===== src/rtl/regfile_mp_scoreboard_if.sv =====
// Bus bundle for the multi-port register file: read ports, both writeback
// ports, load-issue scoreboard and the debug read path.
interface regfile_mp_scoreboard_if #(
  parameter int REG_WIDTH      = 8,
  parameter int REG_FILE_DEPTH = 8,
  parameter int REG_DIR_WIDTH  = 3,
  parameter int NUM_READ       = 2
);
  logic [NUM_READ*REG_DIR_WIDTH-1:0] readr;
  logic [NUM_READ*REG_WIDTH-1:0]     readd;
  logic [NUM_READ-1:0]               read_busy;
  logic                              we_a;
  logic [REG_DIR_WIDTH-1:0]          wa_a;
  logic [REG_WIDTH-1:0]              wd_a;
  logic                              we_b;
  logic [REG_DIR_WIDTH-1:0]          wa_b;
  logic [REG_WIDTH-1:0]              wd_b;
  logic                              issue_valid;
  logic [REG_DIR_WIDTH-1:0]          issue_reg;
  logic [REG_FILE_DEPTH-1:0]         busy_vec;
  logic [REG_DIR_WIDTH-1:0]          dbg_sel;
  logic [REG_WIDTH-1:0]              dbg_data;

  modport master (
    output readr, we_a, wa_a, wd_a, we_b, wa_b, wd_b, issue_valid, issue_reg, dbg_sel,
    input  readd, read_busy, busy_vec, dbg_data
  );

  modport slave (
    input  readr, we_a, wa_a, wd_a, we_b, wa_b, wd_b, issue_valid, issue_reg, dbg_sel,
    output readd, read_busy, busy_vec, dbg_data
  );
endinterface


===== src/rtl/regfile_mp_scoreboard.sv =====
// Register file with ALU/load write ports, write-through read bypass,
// per-register load busy scoreboard and a registered debug read port.
module regfile_mp_scoreboard #(
  parameter int REG_WIDTH      = 8,
  parameter int REG_FILE_DEPTH = 8,
  parameter int REG_DIR_WIDTH  = 3,
  parameter int NUM_READ       = 2
) (
  input  logic                   clk,
  input  logic                   rst,
  regfile_mp_scoreboard_if.slave rf
);

  logic [REG_WIDTH-1:0]      regs_q [REG_FILE_DEPTH];
  logic [REG_WIDTH-1:0]      regs_d [REG_FILE_DEPTH];
  logic [REG_FILE_DEPTH-1:0] busy_q, busy_d;
  logic [REG_WIDTH-1:0]      dbg_q, dbg_d;

  // Nonzero and inside the implemented depth; everything else reads 0 and never writes.
  function automatic logic valid_addr(input logic [REG_DIR_WIDTH-1:0] a);
    return (a != '0) && (int'(a) < REG_FILE_DEPTH);
  endfunction

  function automatic logic [REG_WIDTH-1:0] read_path(input logic [REG_DIR_WIDTH-1:0] a);
    logic [REG_WIDTH-1:0] v;
    v = '0;
    if (valid_addr(a)) begin
      if (rf.we_b && rf.wa_b == a)      v = rf.wd_b;
      else if (rf.we_a && rf.wa_a == a) v = rf.wd_a;
      else                              v = regs_q[a];
    end
    return v;
  endfunction

  // Port B is applied last so it wins a same-address collision.
  always_comb begin
    regs_d = regs_q;
    if (rf.we_a && valid_addr(rf.wa_a)) regs_d[rf.wa_a] = rf.wd_a;
    if (rf.we_b && valid_addr(rf.wa_b)) regs_d[rf.wa_b] = rf.wd_b;
    regs_d[0] = '0;
  end

  // Issue after clear: a new load to the same register keeps it busy.
  always_comb begin
    busy_d = busy_q;
    if (rf.we_b && valid_addr(rf.wa_b))               busy_d[rf.wa_b]      = 1'b0;
    if (rf.issue_valid && valid_addr(rf.issue_reg))   busy_d[rf.issue_reg] = 1'b1;
    busy_d[0] = 1'b0;
  end

  always_comb begin
    dbg_d = read_path(rf.dbg_sel);
  end

  always_comb begin
    rf.readd     = '0;
    rf.read_busy = '0;
    for (int k = 0; k < NUM_READ; k++) begin
      rf.readd[k*REG_WIDTH +: REG_WIDTH] = read_path(rf.readr[k*REG_DIR_WIDTH +: REG_DIR_WIDTH]);
      // A load landing this cycle is forwarded, so its target need not stall.
      rf.read_busy[k] = valid_addr(rf.readr[k*REG_DIR_WIDTH +: REG_DIR_WIDTH])
                      && busy_q[rf.readr[k*REG_DIR_WIDTH +: REG_DIR_WIDTH]]
                      && !(rf.we_b && rf.wa_b == rf.readr[k*REG_DIR_WIDTH +: REG_DIR_WIDTH]);
    end
  end

  assign rf.busy_vec = busy_q;
  assign rf.dbg_data = dbg_q;

  always_ff @(posedge clk or posedge rst) begin
    if (rst) begin
      for (int i = 0; i < REG_FILE_DEPTH; i++) regs_q[i] <= '0;
      busy_q <= '0;
      dbg_q  <= '0;
    end else begin
      regs_q <= regs_d;
      busy_q <= busy_d;
      dbg_q  <= dbg_d;
    end
  end

endmodule


===== src/flat_wrapper.sv =====
// flat-port wrapper written by rule: the top's interface ports become plain ports
module regfile_mp_scoreboard_flat 
#(
  parameter int REG_WIDTH      = 8,
  parameter int REG_FILE_DEPTH = 8,
  parameter int REG_DIR_WIDTH  = 3,
  parameter int NUM_READ       = 2
)
  (clk, rst, rf_readr, rf_we_a, rf_wa_a, rf_wd_a, rf_we_b, rf_wa_b, rf_wd_b, rf_issue_valid, rf_issue_reg, rf_dbg_sel, rf_readd, rf_read_busy, rf_busy_vec, rf_dbg_data);
  regfile_mp_scoreboard_if #(.REG_WIDTH(REG_WIDTH), .REG_FILE_DEPTH(REG_FILE_DEPTH), .REG_DIR_WIDTH(REG_DIR_WIDTH), .NUM_READ(NUM_READ)) rf_i ();
  input  logic clk;
  input  logic rst;
  input wire logic [$bits(rf_i.readr)-1:0] rf_readr;
  input wire logic [$bits(rf_i.we_a)-1:0] rf_we_a;
  input wire logic [$bits(rf_i.wa_a)-1:0] rf_wa_a;
  input wire logic [$bits(rf_i.wd_a)-1:0] rf_wd_a;
  input wire logic [$bits(rf_i.we_b)-1:0] rf_we_b;
  input wire logic [$bits(rf_i.wa_b)-1:0] rf_wa_b;
  input wire logic [$bits(rf_i.wd_b)-1:0] rf_wd_b;
  input wire logic [$bits(rf_i.issue_valid)-1:0] rf_issue_valid;
  input wire logic [$bits(rf_i.issue_reg)-1:0] rf_issue_reg;
  input wire logic [$bits(rf_i.dbg_sel)-1:0] rf_dbg_sel;
  output wire logic [$bits(rf_i.readd)-1:0] rf_readd;
  output wire logic [$bits(rf_i.read_busy)-1:0] rf_read_busy;
  output wire logic [$bits(rf_i.busy_vec)-1:0] rf_busy_vec;
  output wire logic [$bits(rf_i.dbg_data)-1:0] rf_dbg_data;
  assign rf_i.readr = rf_readr;
  assign rf_i.we_a = rf_we_a;
  assign rf_i.wa_a = rf_wa_a;
  assign rf_i.wd_a = rf_wd_a;
  assign rf_i.we_b = rf_we_b;
  assign rf_i.wa_b = rf_wa_b;
  assign rf_i.wd_b = rf_wd_b;
  assign rf_i.issue_valid = rf_issue_valid;
  assign rf_i.issue_reg = rf_issue_reg;
  assign rf_i.dbg_sel = rf_dbg_sel;
  assign rf_readd = rf_i.readd;
  assign rf_read_busy = rf_i.read_busy;
  assign rf_busy_vec = rf_i.busy_vec;
  assign rf_dbg_data = rf_i.dbg_data;
  regfile_mp_scoreboard #(.REG_WIDTH(REG_WIDTH), .REG_FILE_DEPTH(REG_FILE_DEPTH), .REG_DIR_WIDTH(REG_DIR_WIDTH), .NUM_READ(NUM_READ)) u_core (.clk(clk), .rst(rst), .rf(rf_i));
endmodule

===== config.mk =====
export PLATFORM = sky130hd
export DESIGN_NAME = regfile_mp_scoreboard_flat
export DESIGN_NICKNAME = d
export VERILOG_FILES = /design/src/rtl/regfile_mp_scoreboard_if.sv /design/src/rtl/regfile_mp_scoreboard.sv /design/src/flat_wrapper.sv
export SDC_FILE = /design/constraint.sdc
export NUM_CORES = 1
export LEC_CHECK = 0
export ABC_AREA = 0
export BUFFER_PORTS_ARGS = -buffer_cell sky130_fd_sc_hd__buf_2
export CAP_MARGIN = 20
export CORE_MARGIN = 2
export CORE_UTILIZATION = 40
export CTS_CLUSTER_DIAMETER = 40
export CTS_CLUSTER_SIZE = 8
export DETAILED_ROUTE_END_ITERATION = 12
export GPL_TIMING_DRIVEN = 1
export PLACE_DENSITY = 0.66
export SYNTH_ARGS = -nofsm -noshare
export SYNTH_HDL_FRONTEND = slang
export SYNTH_SLANG_ARGS = --single-unit

===== constraint.sdc =====
create_clock -name clk -period 2.7 [get_ports clk]
set_input_delay 0.54 -clock clk [delete_from_list [all_inputs] [get_ports clk]]
set_output_delay 0.54 -clock clk [all_outputs]
set_load 0.01 [all_outputs]

==> flow_summary_export.csv, run 1 <==
group,metric,value,unit
outcome,outcome,"finished, final reports clean",
finish,drive_gt1_share,32.0,%
finish,nets,710,
logic_synthesis,synth.distinct_cells,42,
finish,area_growth,16.6,%
die,coreArea,13800,sq um
clock_network,cts-htree-levels,3,
sta,fin_setup_tns,0,ns
setup_path,cp-end-kind,"output pin",
logic_synthesis,ys_ff_latch,71,
logic_synthesis,synth_seq_area_share,31.6,%
routing,postRouteAntennaNets,0,
logic_synthesis,yosys-top-cells-count,"74 x mux2i_1, 71 x dfrtp_1, 63 x nor2_1",
flow_run,max-cap-violations,0,
die,die_w,122,um
sta,maxSlewViolCount,0,
placed_design,place_hpwl,13700,um
clock_network,insertion_delay,0.35,ns
power_and_ir_drop,leakage,0.00281,uW
grt,track_usage,25.5,%
logic_synthesis,ys_top_cells_by_area,"dfrtp_1 32%, mux2i_1 13%, mux2_2 11%, a221oi_1 4.4%, nor2_1 4.2%",
logic_synthesis,post-synth-top-count-cell,"mux2i_1",
sta,skew,0.00806,ns
placed_design,gp_congestion,0.926,
setup_path,rr_endpoint,"u_core.rf.dbg_data[5]",
finish,diodes,0,
logic_synthesis,syn_area_per_cell,9.13,sq um
sta,setup_viol,0,
placed_design,numPortBuffers,71,
setup_path,regToRegSetupSlack,1.04,ns
placed_design,dp.cells,839,
clock_network,numCtsBuffers,9,
sta,post-route-period-util,96.7,%
routing,routedWlPerCell,22.1,um
logic_synthesis,synth_fp_nets,654,
placed_design,pre_cts_slack,-0.0151,ns
sta,final_hold_viol_count,0,
clock_network,cts_sinks,71,
logic_synthesis,synth_top_area_cell,"dfrtp_1",
setup_path,r2r_cells,5,
die,io_pins,73,
setup_path,critPathBufInv,2,
finish,layout.cells.non_filler,856,
setup_path,crit_required,2.16,ns
logic_synthesis,netlist.area_leader.share,31.6,%
logic_synthesis,yosys_warnings,0,
die,dieArea,15000,sq um
clock_network,cts_tree,"built",
logic_synthesis,synth-async-reset-ratio,100,%
clock_network,cts_buffer_depth,2,
clock_network,clkSlewWorstSetupHoldPaths,0.05,ns
setup_path,path_class,"in2out",
routing,via_per_inst,6.17,
logic_synthesis,synth_top_flop_cell,"dfrtp_1",
setup_path,crit_path_start_kind,"input port",
setup_path,crit_family,"compound AO/OA/AOI/OAI gates",
grt,grt_first_pass_wirelength,28700,um
power_and_ir_drop,peakVddDrop,0.263,mV
sta,max_slew_margin,55.6,%
logic_synthesis,syn_inst,615,
setup_path,crit_fanout,9,
sta,timing.fmax,383,MHz
setup_path,cp.arrival,2.07,ns
power_and_ir_drop,powerDensity,613,nW/um^2
finish,nFillCells,1349,
routing,wl,19000,um
setup_path,r2r_start,"u_core.regs_q[53]",
sta,fin_ws,0.0883,ns
setup_path,crit_top_cell,"nor3_1",
routing,vias,5282,
setup_path,cp_slowest_cell,"mux2_2",
routing,drc,0,
logic_synthesis,synth-edff-count,0,
grt,grt_pass1_vias,5182,
die,rows,43,
min_path,hp-class,"in2async",
routing,dr.pass1.iters,5,
grt,antenna_found_initial,0,
die,initial_core_util,40.8,%
grt,grt_max_degree,72,
sta,worstMarginPinSlew,0.665,ns
routing,drt_iter0_markers,480,
setup_path,cp_slowest_stage_delay,0.35,ns
sta,post-route-min-period,2.61,ns
logic_synthesis,syn_area,5620,sq um
die,die_y,122,um
grt,grt-ovfl-total,0,
clock_network,root_buffer,"clkbuf_16",
setup_path,worstPathCellList,"clkbuf_4 > mux2_2 > a221oi_1 > nor3_1 > a211oi_1 > nor3_1 > buf_2",
sta,rsz0062_at_grt,"yes",
[placed cells by master, fill, tap and decap left out, types with 3 or more instances in the layout]
cell type and instances:
nor3_1 28, a22oi_1 3, xnor2_1 16, nand2b_1 5, o21ai_1 3, a221oi_1 23
clkbuf_4 4, inv_1 5, buf_4 36, nand2_1 38, a221oi_2 6, buf_12 6
buf_2 68, o22ai_1 17, o21ai_0 26, a21oi_1 41, a211oi_1 22, mux2_2 57
nor2_1 63, nor3_2 8, nor4bb_2 4, dfrtp_1 71, nand4_1 6, mux4_2 3
mux2i_1 74, nand4b_1 5, clkinv_2 4, clkbuf_16 9
[sequential cells by signal, indices dropped and copies added (netlist names)]
signal              flops
u_core.regs_q          56
u_core.rf.dbg_data      8
u_core.rf.busy_vec      7
[worst register-to-register path, delay by kind of cell, from the launching register on]
family / cells / cell delay [ns]
AO/OA/AOI/OAI: 3 / 0.65
multiplexers: 2 / 0.47
flip-flops: 1 / 0.41
[layer usage]
layer	vias to the layer above	wire (um)	global-route usage (%)
met3	44	997	2.97
met5	-	0	0
li1	2387	-	-
met1	2627	8290	33.4
met4	0	684	12.9
met2	224	8980	41.4
[how the worst max path moves through the flow]
| stage | startpoint | endpoint | slack [ns] | cells after the start |
|---|---|---|---|---|
| after global routing | rf_wa_a[0] | rf_readd[3] | -0.0005 | 8 |
| after CTS | rf_readr[1] | rf_readd[4] | 0.003 | 8 |
| final | rf_readr[1] | rf_readd[3] | 0.09 | 7 |
| after detailed placement | rf_readr[4] | rf_readd[15] | -0.02 | 7 |
| after global placement | rf_readr[4] | rf_readd[14] | 0.002 | 8 |
| after floorplan | rst | u_core.regs_q[0] | 0.36 | 1 |
[layout make-up]
| type | count | area [sq um] | area share, % |
|---|---|---|---|
| well taps | 180 | 225 | 3.44 |
| clock buffers | 12 | 256 | 3.92 |
| inverters | 6 | 22.5 | 0.344 |
| repair buffers | 114 | 761 | 11.6 |
| flip-flops and latches | 71 | 1780 | 27.1 |
| clock inverters | 4 | 20.0 | 0.306 |
| multi-input cells | 469 | 3490 | 53.3 |
[through the flow]
step / power (uW) / instance area, sq um / hold slack (ns) / utilization [%]
2_1_floorplan: 2410 / 5620 / 0.543 / -
3_3_place_gp: 2800 / 6190 / 0.510 / 44.9
3_5_place_dp: 2850 / 6190 / 0.539 / 44.9
4_1_cts: 3990 / 6470 / 0.298 / 47.0
5_1_grt: 4210 / 6550 / 0.311 / 47.6
6_report: 4020 / 6550 / 0.274 / 47.6
[logic make-up (layout without fill, tap and decap cells)]
kind of cell	count (synthesis)	after routing	synth area share (%)
AND/OR/NAND/NOR	169	169	14.6
AO/OA/AOI/OAI	147	147	17.0
multiplexers	134	134	25.8
buffers and inverters	75	136	8.02
flip-flops	71	71	31.6
XOR/XNOR	18	18	2.81
other	1	1	0.0668
[what timing repair did]
action / 4_1_cts / 5_1_grt
pin swaps: 0 / 3
setup buffers: 0 / 0
endpoints found under the setup margin: 2 / 15
resized for setup: 2 / 17
hold buffers: 0 / 0
[power breakdown]
| part | internal, uW | leakage, uW | switching, uW |
|---|---|---|---|
| clock network | 666 | 0.000142 | 464 |
| registers | 1300 | 0.000835 | 259 |
| logic | 653 | 0.00183 | 677 |
| total | 2620 | 0.00281 | 1400 |
Note: power is estimated with default switching activity, not from simulation.
==> run 2, diff against run 1 <==
- CORE_MARGIN: 2 -> 1
- SETUP_SLACK_MARGIN: default -> 0.4
==> flow_summary_export.csv, run 2 (same netlist as run 1, synthesis figures left out) <==
group,metric,value,unit
routing,vias,5482,
die,dieArea,14500,sq um
power_and_ir_drop,intPower,2790,uW
clock_network,insertion_delay,0.36,ns
finish,diodes,0,
sta,worstMarginPinSlew,0.743,ns
min_path,hp-class,"in2async",
finish,drive_gt1_share,42.9,%
grt,grt_pass1_vias,5463,
setup_path,cp-end-kind,"output pin",
finish,largest_reg_flops,56,
setup_path,rr_endpoint,"u_core.rf.dbg_data[4]",
power_and_ir_drop,p_sw_share,36.2,%
sta,post-route-period-util,91.4,%
placed_design,place_hpwl,13600,um
setup_path,r2r_cells,5,
setup_path,crit_fanout,6,
clock_network,cts_buffer_depth,2,
finish,layout_commonest_cell,"mux2i_1",
die,die_y,120,um
grt,antenna_found_initial,0,
outcome,outcome,"finished, final reports clean",
power_and_ir_drop,peakVddDrop,0.374,mV
setup_path,r2r_start,"u_core.regs_q[52]",
routing,postRouteAntennaNets,0,
power_and_ir_drop,combinationalPowerShare,37.4,%
placed_design,numPortBuffers,71,
sta,post-route-min-period,2.47,ns
routing,routedWlPerCell,23.1,um
placed_design,gp_congestion,0.914,
clock_network,cts_tree,"built",
power_and_ir_drop,p_sw,1580,uW
finish,nets,734,
sta,timing.fmax,405,MHz
setup_path,path_class,"in2out",
grt,track_usage,28.4,%
sta,final_hold_viol_count,0,
clock_network,clkSlewWorstSetupHoldPaths,0.06,ns
sta,fin_worst_hold_slack,0.308,ns
grt,grt-ovfl-total,0,
die,initial_core_util,41.8,%
sta,max_slew_margin,50.4,%
power_and_ir_drop,pwr-share-clk,26.6,%
die,io_pins,73,
die,coreArea,13500,sq um
finish,top_register,"u_core.regs_q",
grt,grt_first_pass_wirelength,30900,um
finish,stdcell_area,7480,sq um
power_and_ir_drop,p_seq_share,35.9,%
routing,via_per_inst,6.26,
routing,wl,20200,um
routing,drc,0,
setup_path,cp.arrival,1.93,ns
sta,rsz0062_at_grt,"yes",
sta,skew,0.0126,ns
routing,drt_iter0_markers,435,
sta,setup_viol,0,
routing,dr.pass1.iters,7,
setup_path,regToRegSetupSlack,1.00,ns
power_and_ir_drop,powerDensity,585,nW/um^2
finish,area_growth,33.3,%
clock_network,cts-htree-levels,3,
flow_run,max-cap-violations,0,
die,rows,42,
setup_path,crit_required,2.16,ns
clock_network,numCtsBuffers,9,
sta,fin_setup_tns,0,ns
sta,maxSlewViolCount,0,
clock_network,cts_sinks,71,
placed_design,dpl_cell_area,6180,sq um
clock_network,root_buffer,"clkbuf_16",
power_and_ir_drop,leakage,0.00321,uW
die,die_w,120,um
setup_path,crit_path_start_kind,"input port",
grt,grt_max_degree,43,
finish,mostFrequentLayoutCells,"74 x mux2i_1, 70 x dfrtp_1, 63 x nor2_1",
run 2: how the worst max path moves through the flow:
stage | from | to | slack [ns] | depth (start not counted)
finish | rf_readr[1] | rf_readd[0] | 0.23 | 9
global route | u_core.regs_q[51] | rf_readd[3] | 0.17 | 7
CTS | rf_readr[1] | rf_readd[3] | 0.26 | 9
detailed placement | rf_readr[1] | rf_readd[7] | 0.04 | 9
global placement | rf_readr[1] | rf_readd[0] | 0.05 | 9
floorplan | rf_readr[0] | rf_readd[5] | 0.40 | 8
run 2: stage by stage:
step / util [%] / setup WS, ns / cells / power [uW]
floorplan: - / 0.404 / 615 / 2410
global placement: 45.9 / 0.0464 / 834 / 2800
detailed placement: 45.9 / 0.0443 / 834 / 2850
CTS: 54.0 / 0.258 / 867 / 4270
global route: 55.6 / 0.171 / 876 / 4570
finish: 55.6 / 0.232 / 876 / 4380
run 2: repair_timing:
| action | CTS | global route |
|---|---|---|
| resized for setup | 120 | 28 |
| buffers inserted | 12 | 7 |
| setup endpoints to repair | 18 | 18 |
| cloned | 5 | 1 |
| hold buffers | 0 | 0 |
| pin swaps | 52 | 15 |
run 2: cell type report:
type                            instances  area (sq um)
Fill cell                            1176          5970
Multi-Input combinational cell        470          4000
Sequential cell                        71          1780
Timing Repair Buffer                  137          1170
Clock buffer                           11           253
Tap cell                              176           220
Clock inverter                          5          32.5
Inverter                                6          26.3
run 2: power by group through the flow:
stage	Clock, uW	Combinational [uW]	Sequential, uW
floorplan	0	925	1490
global placement	0	1250	1550
detailed placement	0	1290	1560
CTS	1180	1540	1550
global route	1220	1750	1590
finish	1170	1640	1570
run 2: routing by layer:
layer | up-vias | share of wire [%] | global-route usage, %
met1 | 2737 | 42 | 37.2
li1 | 2446 | - | -
met2 | 244 | 47 | 44.3
met3 | 55 | 6.5 | 5.38
met5 | - | 0 | 0
met4 | 0 | 3.8 | 15.1
run 2: critical path, cell delays in order:
cell and delay [ns]:
buf_12 0.12, buf_8 0.13, buf_12 0.12, mux2_2 0.21, o22ai_1 0.08, nor3_1 0.19
a211oi_1 0.06, nor3_1 0.26, buf_2 0.20
==> run 3, diff against run 2 <==
--- a/config.mk
+++ b/config.mk
@@ -16,4 +16,5 @@
 export GPL_TIMING_DRIVEN = 1
 export PLACE_DENSITY = 0.66
+export RECOVER_POWER = 25
 export SETUP_SLACK_MARGIN = 0.4
 export SYNTH_ARGS = -nofsm -noshare
==> constraint.sdc (replaced) <==
create_clock -name clk -period 2.7 [get_ports clk]
set_input_delay 0.54 -clock clk [delete_from_list [all_inputs] [get_ports clk]]
set_output_delay 0.54 -clock clk [all_outputs]
set_load 0.02 [all_outputs]
==> flow_summary_export.csv, run 3 (same netlist as run 1, synthesis figures left out) <==
group,metric,value,unit
outcome,outcome,"finished with violations",
outcome,violations,"max-capacitance violations, max-slew violations",
setup_path,path_class,"in2out",
sta,worstMarginPinSlew,1.74,ns
die,die_y,120,um
setup_path,crit_fanout,7,
grt,antenna_found_initial,0,
power_and_ir_drop,peakVddDrop,0.375,mV
setup_path,crit_path_start_kind,"input port",
sta,setup_viol,0,
setup_path,critPathLaunch,"rf_readr[1]",
routing,drt_iter0_markers,665,
die,dieArea,14500,sq um
sta,fin_ws,0.0957,ns
sta,post-route-min-period,2.60,ns
sta,rsz0062_at_grt,"yes",
finish,diodes,0,
grt,track_usage,28.5,%
die,io_pins,73,
finish,final_util,56.3,%
setup_path,r2r_start,"u_core.regs_q[38]",
routing,wl,21000,um
grt,grt_max_degree,37,
routing,via_per_inst,6.35,
routing,drc,0,
die,rows,42,
clock_network,root_buffer,"clkbuf_16",
routing,dr.pass1.iters,6,
clock_network,cts-htree-levels,3,
finish,largest_reg_flops,56,
routing,vias,5618,
clock_network,numCtsBuffers,9,
die,die_w,120,um
placed_design,pre_cts_slack,-0.0386,ns
sta,fin_setup_tns,0,ns
finish,drive_gt1_share,45.8,%
clock_network,insertion_delay,0.35,ns
grt,grt_pass1_vias,5550,
sta,maxSlewViolCount,31,
clock_network,clkSlewWorstSetupHoldPaths,0.06,ns
routing,routedWlPerCell,23.7,um
setup_path,cp.arrival,2.06,ns
sta,final_hold_viol_count,0,
finish,layout_commonest_cell,"mux2i_1",
grt,grt-ovfl-total,0,
placed_design,numPortBuffers,71,
power_and_ir_drop,leakage,0.00325,uW
flow_run,max-cap-violations,1,
routing,postRouteAntennaNets,0,
clock_network,cts_tree,"built",
power_and_ir_drop,powerDensity,602,nW/um^2
setup_path,cp-end-kind,"output pin",
grt,grt_first_pass_wirelength,31200,um
finish,area_growth,34.8,%
sta,timing.fmax,384,MHz
die,coreArea,13500,sq um
setup_path,crit_required,2.16,ns
clock_network,cts_sinks,71,
setup_path,worstPathCellList,"buf_8 > buf_12 > buf_8 > nor2b_4 > buf_6 > a221oi_2 > nor3_2 > a211oi_2 > nor3_2 > buf_4",
placed_design,gp_congestion,0.922,
setup_path,cp_slowest_stage_delay,0.31,ns
clock_network,cts_buffer_depth,2,
sta,post-route-period-util,96.5,%
die,initial_core_util,41.8,%
finish,top_register,"u_core.regs_q",
sta,max_slew_margin,-15.9,%
setup_path,cp_slowest_cell,"a221oi_2",
finish,mostFrequentLayoutCells,"74 x mux2i_1, 71 x dfrtp_1, 64 x buf_4",
min_path,hp-class,"in2async",
finish,nets,743,
sta,skew,0.00574,ns
placed_design,place_hpwl,13500,um
-- run 3: layout make-up --
type | instances | area [sq um]
Inverter | 6 | 23.8
Clock inverter | 6 | 70.1
Tap cell | 176 | 220
Fill cell | 1161 | 5880
Timing Repair Buffer | 145 | 1190
Clock buffer | 10 | 229
Sequential cell | 71 | 1780
Multi-Input combinational cell | 471 | 4060
-- run 3: what timing repair did --
action,in CTS,in global routing
gates cloned,3,1
gates resized for setup,112,32
buffers inserted,16,9
hold endpoints to repair,0,0
hold buffers,0,0
setup endpoints to repair,18,18
pin swaps,45,19
-- run 3: routing by layer --
metal	vias to the layer above	wire (um)	track usage (%)
met4	0	954	14.5
met2	345	9710	45.5
li1	2457	-	-
met3	78	1640	4.67
met1	2738	8640	37.2
met5	-	0	0
-- run 3: metrics by stage --
step / area [sq um] / std cells / hold WS [ns] / total power [uW]
3_5_place_dp: 6300 / 840 / 0.457 / 2960
3_3_place_gp: 6300 / 839 / 0.453 / 2920
6_report: 7570 / 885 / 0.116 / 4560
2_1_floorplan: 5730 / 615 / 0.560 / 2520
4_1_cts: 7300 / 875 / 0.0836 / 4430
5_1_grt: 7570 / 885 / 0.131 / 4730
-- run 3: critical path: cells and delay by family --
family,cells,cell delay (ns)
compound gates,2,0.54
buf+inv,5,0.67
simple gates,3,0.31
-- run 3: worst paths after layout --
kind                                    endpoint  cells after the start  slack [ns]
max reg2reg                u_core.rf.dbg_data[6]                      6        1.08
min in group clk           u_core.rf.busy_vec[4]                      2        0.45
min                            u_core.regs_q[46]                      2        0.12
min reg2reg                u_core.rf.busy_vec[7]                      2        0.55
max in group asynchronous       u_core.regs_q[9]                      3        0.68
max                                  rf_readd[0]                     10         0.1
-- run 3: report_power, final --
part / internal, uW / switching, uW / total (uW)
combinational: 849 / 905 / 1750
clock: 721 / 511 / 1230
sequential: 1300 / 277 / 1570
total: 2870 / 1690 / 4560
